$ cat config.mk
export PLATFORM = sky130hd
export DESIGN_NAME = imm_gen_pipe
export DESIGN_NICKNAME = d
export VERILOG_FILES = /design/src/rtl/imm_gen_pipe.sv
export SDC_FILE = /design/constraint.sdc
export NUM_CORES = 1
export LEC_CHECK = 0
export ABC_AREA = 1
export ABC_CLOCK_PERIOD_IN_PS = 1900
export CAP_MARGIN = 20
export CORE_MARGIN = 4
export CORE_UTILIZATION = 35
export DETAILED_ROUTE_END_ITERATION = 7
export GPL_TIMING_DRIVEN = 0
export PLACE_DENSITY = 0.64
export SLEW_MARGIN = 10
export SYNTH_ARGS = -nofsm -noshare
export SYNTH_HDL_FRONTEND = slang
export SYNTH_SLANG_ARGS = --single-unit
$ cat constraint.sdc
create_clock -name clk -period 1.9 [get_ports clk]
set_input_delay 0.475 -clock clk [delete_from_list [all_inputs] [get_ports clk]]
set_output_delay 0.475 -clock clk [all_outputs]
set_load 0.02 [all_outputs]
$ cat src/rtl/imm_gen_pipe.sv
// imm_gen_pipe: RISC-V immediate generator feeding a DEPTH-entry result FIFO.
// Ports: clk, rst_n (async, active-low), flush; request side in_valid/in_ready,
//   in_inst, in_imm_op, in_tag; result side out_valid/out_ready, out_imm,
//   out_tag, out_err; err_cnt only when IMM_GEN_ERRCNT_EN is defined.
// Formats (in_imm_op): 000 none, 001 I, 010 S, 011 U, 100 J, 101 B,
//   110 Z (rs1 field zero-extended), 111 illegal (imm 0, out_err set).
module imm_gen_pipe #(
  parameter int XLEN  = 32,
  parameter int DEPTH = 4,
  parameter int TAG_W = 5
) (
  input  logic             clk,
  input  logic             rst_n,
  input  logic             flush,
  input  logic             in_valid,
  output logic             in_ready,
  input  logic [31:0]      in_inst,
  input  logic [2:0]       in_imm_op,
  input  logic [TAG_W-1:0] in_tag,
  output logic             out_valid,
  input  logic             out_ready,
  output logic [XLEN-1:0]  out_imm,
  output logic [TAG_W-1:0] out_tag,
  output logic             out_err
`ifdef IMM_GEN_ERRCNT_EN
  ,
  output logic [15:0]      err_cnt
`endif
);

  localparam int AW = (DEPTH > 1) ? $clog2(DEPTH) : 1;
  localparam logic [AW:0] L_DEPTH = (AW+1)'(DEPTH);

  localparam logic [2:0] OP_NONE = 3'b000;
  localparam logic [2:0] OP_I    = 3'b001;
  localparam logic [2:0] OP_S    = 3'b010;
  localparam logic [2:0] OP_U    = 3'b011;
  localparam logic [2:0] OP_J    = 3'b100;
  localparam logic [2:0] OP_B    = 3'b101;
  localparam logic [2:0] OP_Z    = 3'b110;
  localparam logic [2:0] OP_ILL  = 3'b111;

  logic [XLEN-1:0]  r_imm [DEPTH];
  logic [TAG_W-1:0] r_tag [DEPTH];
  logic             r_err [DEPTH];
  logic [AW-1:0]    r_wr;
  logic [AW-1:0]    r_rd;
  logic [AW:0]      r_cnt;

  logic [63:0]      w_imm64;
  logic             w_ill;
  logic             w_empty;
  logic             w_push;
  logic             w_pop;
  logic             w_unused_ok;

  // Built at 64 bits and truncated, so both XLEN values share one decoder.
  always_comb begin
    w_imm64 = '0;
    w_ill   = 1'b0;
    unique case (in_imm_op)
      OP_NONE: w_imm64 = '0;
      OP_I: w_imm64 = {{52{in_inst[31]}}, in_inst[31:20]};
      OP_S: w_imm64 = {{52{in_inst[31]}}, in_inst[31:25],
                       in_inst[11:7]};
      OP_U: w_imm64 = {{32{in_inst[31]}}, in_inst[31:12], 12'h000};
      OP_J: w_imm64 = {{43{in_inst[31]}}, in_inst[31],
                       in_inst[19:12], in_inst[20],
                       in_inst[30:21], 1'b0};
      OP_B: w_imm64 = {{51{in_inst[31]}}, in_inst[31],
                       in_inst[7], in_inst[30:25],
                       in_inst[11:8], 1'b0};
      OP_Z: w_imm64 = {59'h0, in_inst[19:15]};
      OP_ILL: w_ill = 1'b1;
    endcase
  end

  assign w_unused_ok = ^{in_inst[6:0], w_imm64};

  assign w_empty  = (r_cnt == '0);
  // Never looks at out_ready: a full FIFO refuses even while draining.
  // Held high during flush since any same-cycle accept is discarded anyway.
  assign in_ready = (r_cnt < L_DEPTH) | flush;
  assign w_push   = in_valid & in_ready & ~flush;
  assign w_pop    = out_valid & out_ready & ~flush;

  assign out_valid = ~w_empty;
  assign out_imm   = w_empty ? '0 : r_imm[r_rd];
  assign out_tag   = w_empty ? '0 : r_tag[r_rd];
  assign out_err   = w_empty ? 1'b0 : r_err[r_rd];

  always_ff @(posedge clk or negedge rst_n) begin
    if (!rst_n) begin
      r_wr  <= '0;
      r_rd  <= '0;
      r_cnt <= '0;
    end else if (flush) begin
      r_wr  <= '0;
      r_rd  <= '0;
      r_cnt <= '0;
    end else begin
      if (w_push) r_wr <= r_wr + 1'b1;
      if (w_pop)  r_rd <= r_rd + 1'b1;
      unique case ({w_push, w_pop})
        2'b10:   r_cnt <= r_cnt + 1'b1;
        2'b01:   r_cnt <= r_cnt - 1'b1;
        default: r_cnt <= r_cnt;
      endcase
    end
  end

  always_ff @(posedge clk or negedge rst_n) begin
    if (!rst_n) begin
      for (int i = 0; i < DEPTH; i++) begin
        r_imm[i] <= '0;
        r_tag[i] <= '0;
        r_err[i] <= 1'b0;
      end
    end else if (w_push) begin
      r_imm[r_wr] <= w_imm64[XLEN-1:0];
      r_tag[r_wr] <= in_tag;
      r_err[r_wr] <= w_ill;
    end
  end

`ifdef IMM_GEN_ERRCNT_EN
  logic [15:0] r_err_cnt;

  // Flush does not clear it; only reset does.
  always_ff @(posedge clk or negedge rst_n) begin
    if (!rst_n) begin
      r_err_cnt <= '0;
    end else if (w_push && w_ill && (r_err_cnt != 16'hFFFF)) begin
      r_err_cnt <= r_err_cnt + 16'd1;
    end
  end

  assign err_cnt = r_err_cnt;
`endif

endmodule

# ---- Word level (Yosys, flattened, before mapping)
# Index checks and enable logic that the tools add are counted.
dict set report word_totals {
  elab_cells 75
  mem_bits_ro 0
  ramBits 0
  n_memories 0
  latchBits 0
  ff_bits 159
}
dict set report op_classes {
  n_mux 29
  bitwise_logic 9
  shift 0
  mul 0
  magnitude_cmp 4
  n_reduce_logical 5
  n_eq_ne 9
  n_addsub 4
  div 0
}
# cell n
set ops {}
lappend ops {{32-bit case mux with 6 select lines} 1}
lappend ops {{128-bit bitwise mux} 1}
lappend ops {{32-bit 2-to-1 mux} 4}
lappend ops {{32-bit binary-select mux with 2-bit select} 1}
lappend ops {{32-bit demux with 2-bit select} 1}
lappend ops {{20-bit bitwise mux} 1}
lappend ops {{5-bit 2-to-1 mux} 4}
lappend ops {{3-bit == test (second input constant)} 4}
lappend ops {{5-bit binary-select mux with 2-bit select} 1}
lappend ops {{5-bit demux with 2-bit select} 1}
lappend ops {{2-bit 2-to-1 mux} 4}
lappend ops {{3-bit by 2-bit == test with 1-bit output (second input constant)} 2}
lappend ops {{3-bit >= comparator (second input constant)} 2}
lappend ops {{2-bit NOT with 3-bit output} 2}
lappend ops {{3-bit case mux with 2 select lines} 1}
lappend ops {{1-bit 2-to-1 mux} 5}
lappend ops {{2-bit by 1-bit adder with 2-bit output (second input constant)} 2}
lappend ops {{1-bit bitwise AND} 4}
lappend ops {{4-bit bitwise mux} 1}
lappend ops {{2-bit nonzero test} 2}
lappend ops {{3-bit by 1-bit adder with 3-bit output (second input constant)} 1}
lappend ops {{3-bit by 1-bit == test with 1-bit output (second input constant)} 1}
lappend ops {{3-bit zero test} 1}
lappend ops {{3-bit by 1-bit < comparator with 1-bit output (second input constant)} 1}
lappend ops {{11 further kinds} 12}

# ---- Logic depth before layout (Yosys ltp)
dict set report logic_depth {
  word_depth 7
  ltp_mapped 11
}

# ---- Worst setup path after synthesis
# OpenSTA, ideal clock, no wires.
dict set report synth_timing {
  path_kind {reg-to-output}
  from {reg r_cnt[2]}
  to {out out_imm[15]}
  slack_ps -81
  t_arrival_ps 1506
  n_path_buf 2
  path_stages_with_launch 7
  cell_sequence {dfrtp_1 -> inv_1 -> nand2_1 -> inv_1 -> buf_2 -> buf_2 -> a21oi_1}
}
dict set report synth_between {
  elab_chain_cells 2
}
# item line_no
set synth_rtl {}
lappend synth_rtl {{from (decl)} 48} ;# logic [AW:0] r_cnt;
lappend synth_rtl {{from (signal assigned)} 105} ;# 2'b10: r_cnt <= r_cnt + 1'b1;
lappend synth_rtl {{from (signal assigned)} 106} ;# 2'b01: r_cnt <= r_cnt - 1'b1;
lappend synth_rtl {{from (signal assigned)} 107} ;# default: r_cnt <= r_cnt;
lappend synth_rtl {{3-bit zero test} 80} ;# assign w_empty = (r_cnt == '0);
lappend synth_rtl {{32-bit 2-to-1 mux} 88} ;# assign out_imm = w_empty ? '0 : r_imm[r_rd];
lappend synth_rtl {{to (decl)} 22} ;# output logic [XLEN-1:0] out_imm,
# No other way between the ends.

# ---- Worst setup path in the final report
dict set report layout_timing {
  from {reg r_rd[0]}
  to {out out_imm[11]}
}
dict set report layout_between {
  elab_chain_cells 5
}
# item line_no
set layout_rtl {}
lappend layout_rtl {{from (decl)} 47} ;# logic [AW-1:0] r_rd;
lappend layout_rtl {{from (signal assigned)} 103} ;# if (w_pop) r_rd <= r_rd + 1'b1;
lappend layout_rtl {{2-bit NOT with 3-bit output (not written as such)} 88}
lappend layout_rtl {{32-bit binary-select mux with 2-bit select} 88}
lappend layout_rtl {{32-bit 2-to-1 mux (not written as such) (2 in series)} 88}
lappend layout_rtl {{32-bit 2-to-1 mux} 88}
# No other way between the ends. The select of a mux whose other input is x is not followed.

==> results.py <==
metrics = {
    "status": {
        "status": "complete, but fails checks",
        "violations": "negative setup slack",
    },
    "logic_synthesis": {
        "synthArstFlopShare": 1.00,
        "synth_compound_area_frac": 0.147,
        "synth_xor_area_frac": 0.00110,
        "synth_top_family_by_area": "simple AND/OR/NAND/NOR gates",
        "synthSimpleGateAreaFrac": 0.261,
        "yosys_warnings": 0,
        "post_synth_main_area_contributors": "dfrtp_1 50%, nand2_1 18%, o21ai_0 8.5%",
        "yosysTopAreaCellShare": 0.501,
        "synth.cell_area_um2": 7940,
        "yosysSeqAreaShare": 0.501,
        "muxShareOfSynthArea": 0,
        "synth_edf_count": 0,
        "ys.flop_type": "dfrtp_1",
        "ys_ff_latch": 159,
        "syn-num-nets": 1101,
        "synthAdderAreaFrac": 0.00882,
        "syn-instance-count": 1051,
        "syn-mean-instance-area_um2": 7.56,
        "yosysMostFrequentCell": "nand2_1",
        "synthTopCellsByCount": "374 x nand2_1, 159 x dfrtp_1, 135 x o21ai_0, 93 x nor2_1, 76 x a21oi_1",
        "synth_area_leader_cell": "dfrtp_1",
        "synth.distinct_cells": 25,
    },
    "placement": {
        "gp_congestion": 0.889,
        "numPortBuffers": 74,
        "dp_hpwl_mm": 17.3,
        "place_ws_ns": -1.03,
        "dp.cells": 1406,
    },
    "min_path": {
        "hold_path.class": "input pin to asynchronous set/reset pin",
    },
    "clocking": {
        "clkTransAtPathRegs_ns": 0.06,
        "clock-sinks": 159,
        "clk_latency_ns": 0.43,
        "clk_root_buffer_cell": "clkbuf_16",
        "cts_tree": "yes",
        "numCtsBuffers": 17,
        "h-tree-depth": 4,
        "clock_path_buffers": 2,
    },
    "pwr": {
        "ir_worst_vdd_v": 0.000554,
        "switching_share": 0.305,
        "powerDensity_nw_per_um2": 1020,
        "seq_power_share": 0.421,
        "switchingPower_uw": 3280,
        "leakage_uw": 0.00511,
        "clockPowerShare": 0.345,
        "internal_power_uw": 7470,
        "combPwrFrac": 0.234,
    },
    "detailed_routing": {
        "via_per_inst": 5.22,
        "drt-met1-wl_mm": 11.3,
        "drc": 0,
        "routed.top_layer": "met4",
        "drt_iter0_markers": 757,
        "routed_wl_mm": 26.2,
        "wl_per_cell_um": 18.0,
        "dr.pass1.iters": 6,
        "postRouteAntennaNets": 0,
        "vias": 7609,
        "wl_met2_mm": 12.2,
        "dr_wl_met3_mm": 2.17,
    },
    "setup_path": {
        "crit_chain": "buf_6 > clkbuf_16 > buf_12 > a21oi_2 > o21ai_1 > a21oi_2 > buf_4",
        "worst_setup_path_end_kind": "output pin",
        "crit_path_max_incr_delay_ns": 0.37,
        "worstPathMaxFanout": 7,
        "crit_arrival_ns": 1.86,
        "path_delay_family": "buffers and inverters",
        "slowest_stage": "dfrtp_1",
        "start_kind": "register",
        "crit_top_cell": "a21oi_2",
        "crit_buf_inv": 4,
        "crit_required_ns": 1.42,
        "ff2ff_setup_slack_ns": 0.13,
        "critical_path_class": "register to output pin",
    },
    "grt": {
        "grt_max_degree": 82,
        "gr-total-overflow": 0,
        "antenna_found_initial": 0,
        "grt_use_total": 0.208,
        "grt_pass1_wl_mm": 40.3,
        "grt_pass1_vias": 7358,
    },
    "timing": {
        "hold_viol": 0,
        "whs_ns": 0.0242,
        "period_needed_ns": 2.34,
        "max_freq_mhz": 428,
        "setup_ws_ns": -0.438,
        "tightestPinTransition_ns": 0.648,
        "setup-tns-final_ns": -13.59,
        "skew_ns": 0.00532,
        "period_share": 1.23,
        "maxSlewHeadroom": 0.568,
        "setup_viol": 38,
        "slew_viol_final": 0,
        "rsz0062_at_grt": "yes",
    },
    "layout": {
        "multiInputGateArea_um2": 3600,
        "diodes": 0,
        "final.fill_count": 2120,
        "utilization": 0.476,
        "final_layout_size_suffix_gt1_frac": 0.200,
        "seq_area_um2": 3980,
        "nets": 1216,
        "final_cell_count_no_fill": 1459,
        "area_delta_synth_final_pct": 32.3,
    },
    "die": {
        "fp.dieH_um": 159,
        "initial_core_util": 0.360,
        "fp-row-count": 54,
        "dieWidth_um": 159,
        "ios": 85,
        "coreArea_um2": 22100,
        "fp.dieArea_um2": 25200,
    },
    "flow_run": {
        "drv_cap": 0,
    },
}
## metal layers
metal	up-vias	global-route usage
li1	3586	-
met1	3675	0.286
met2	313	0.329
met3	35	0.0565
met4	0	0.0536
met5	-	0
## metrics by stage
stage / total power, uW / cell area (um2)
6_report: 10700 / 10500
5_1_grt: 11300 / 10500
4_1_cts: 10500 / 10100
3_5_place_dp: 6610 / 9070
3_3_place_gp: 6540 / 9030
2_1_floorplan: 5810 / 7940
## placed cells by master (no fill, tap or decap), types with 2 or more instances in the layout
cell type          n
nand2_1          372
dfrtp_1          157
nor2_1            82
o21ai_0           82
o21ai_1           64
inv_1             61
buf_4             47
nand3_1           43
a21oi_1           37
a21oi_2           33
clkdlybuf4s50_1   32
buf_6             25
clkbuf_16         25
buf_2             22
clkbuf_8          10
nor2_4             9
o21ai_2            8
buf_8              8
a21oi_4            7
nor2_2             7
buf_12             5
inv_2              5
ha_1               4
bufinv_16          4
nand2_2            3
nand4_1            3
clkbuf_1           3
inv_4              2
clkbuf_4           2
clkinv_2           2
buf_16             2
dfrtp_2            2
## path summary, 6_finish.rpt
| path | start | depth (start not counted) | endpoint |
|---|---|---|---|
| min in group clk | r_err[0] | 2 | r_err[0] |
| worst max-delay path | r_rd[0] | 7 | out_imm[11] |
| max in group asynchronous | rst_n | 2 | r_imm[86] |
| worst max register to register | r_cnt[2] | 8 | r_imm[10] |
| worst min-delay path | rst_n | 1 | r_tag[7] |
| worst min register to register | r_err[0] | 2 | r_err[0] |
## layout make-up
class	count	area share
timing repair buffer	96	0.0930
clock buffer	23	0.0455
sequential	159	0.379
clock inverter	9	0.0148
inverter	68	0.0248
multi-input combinational	758	0.343
tap	280	0.0333
buffer	66	0.0675
## power by group through the flow
stage	clock network (uW)	logic, uW	registers, uW
global route	3890	2810	4590
CTS	3750	2310	4480
global placement	0	2030	4510
floorplan	0	1370	4440
finish	3710	2520	4520
detailed placement	0	2090	4520
## cells by family after synthesis
family                     after synthesis
AOI/OAI and AO/OA                      231
xor gates and xnor gates                 1
adders and majority gates                5
buffers and inverters                  134
DFF                                    159
and+or+nand+nor                        521
## sequential cells by signal, summed over array words and instances, names as in the netlist
register / flops
r_err: 4
r_imm: 128
r_rd: 2
r_wr: 2
r_cnt: 3
r_tag: 20
## timing repair
item / CTS / global route
setup endpoints to repair: 41 / 40
gates resized for setup: 351 / 81
hold buffers: 0 / 0
buffers inserted: 10 / 5
pin swaps: 23 / 42
cloned: 2 / 4
Power figures use the tool's default switching activity.
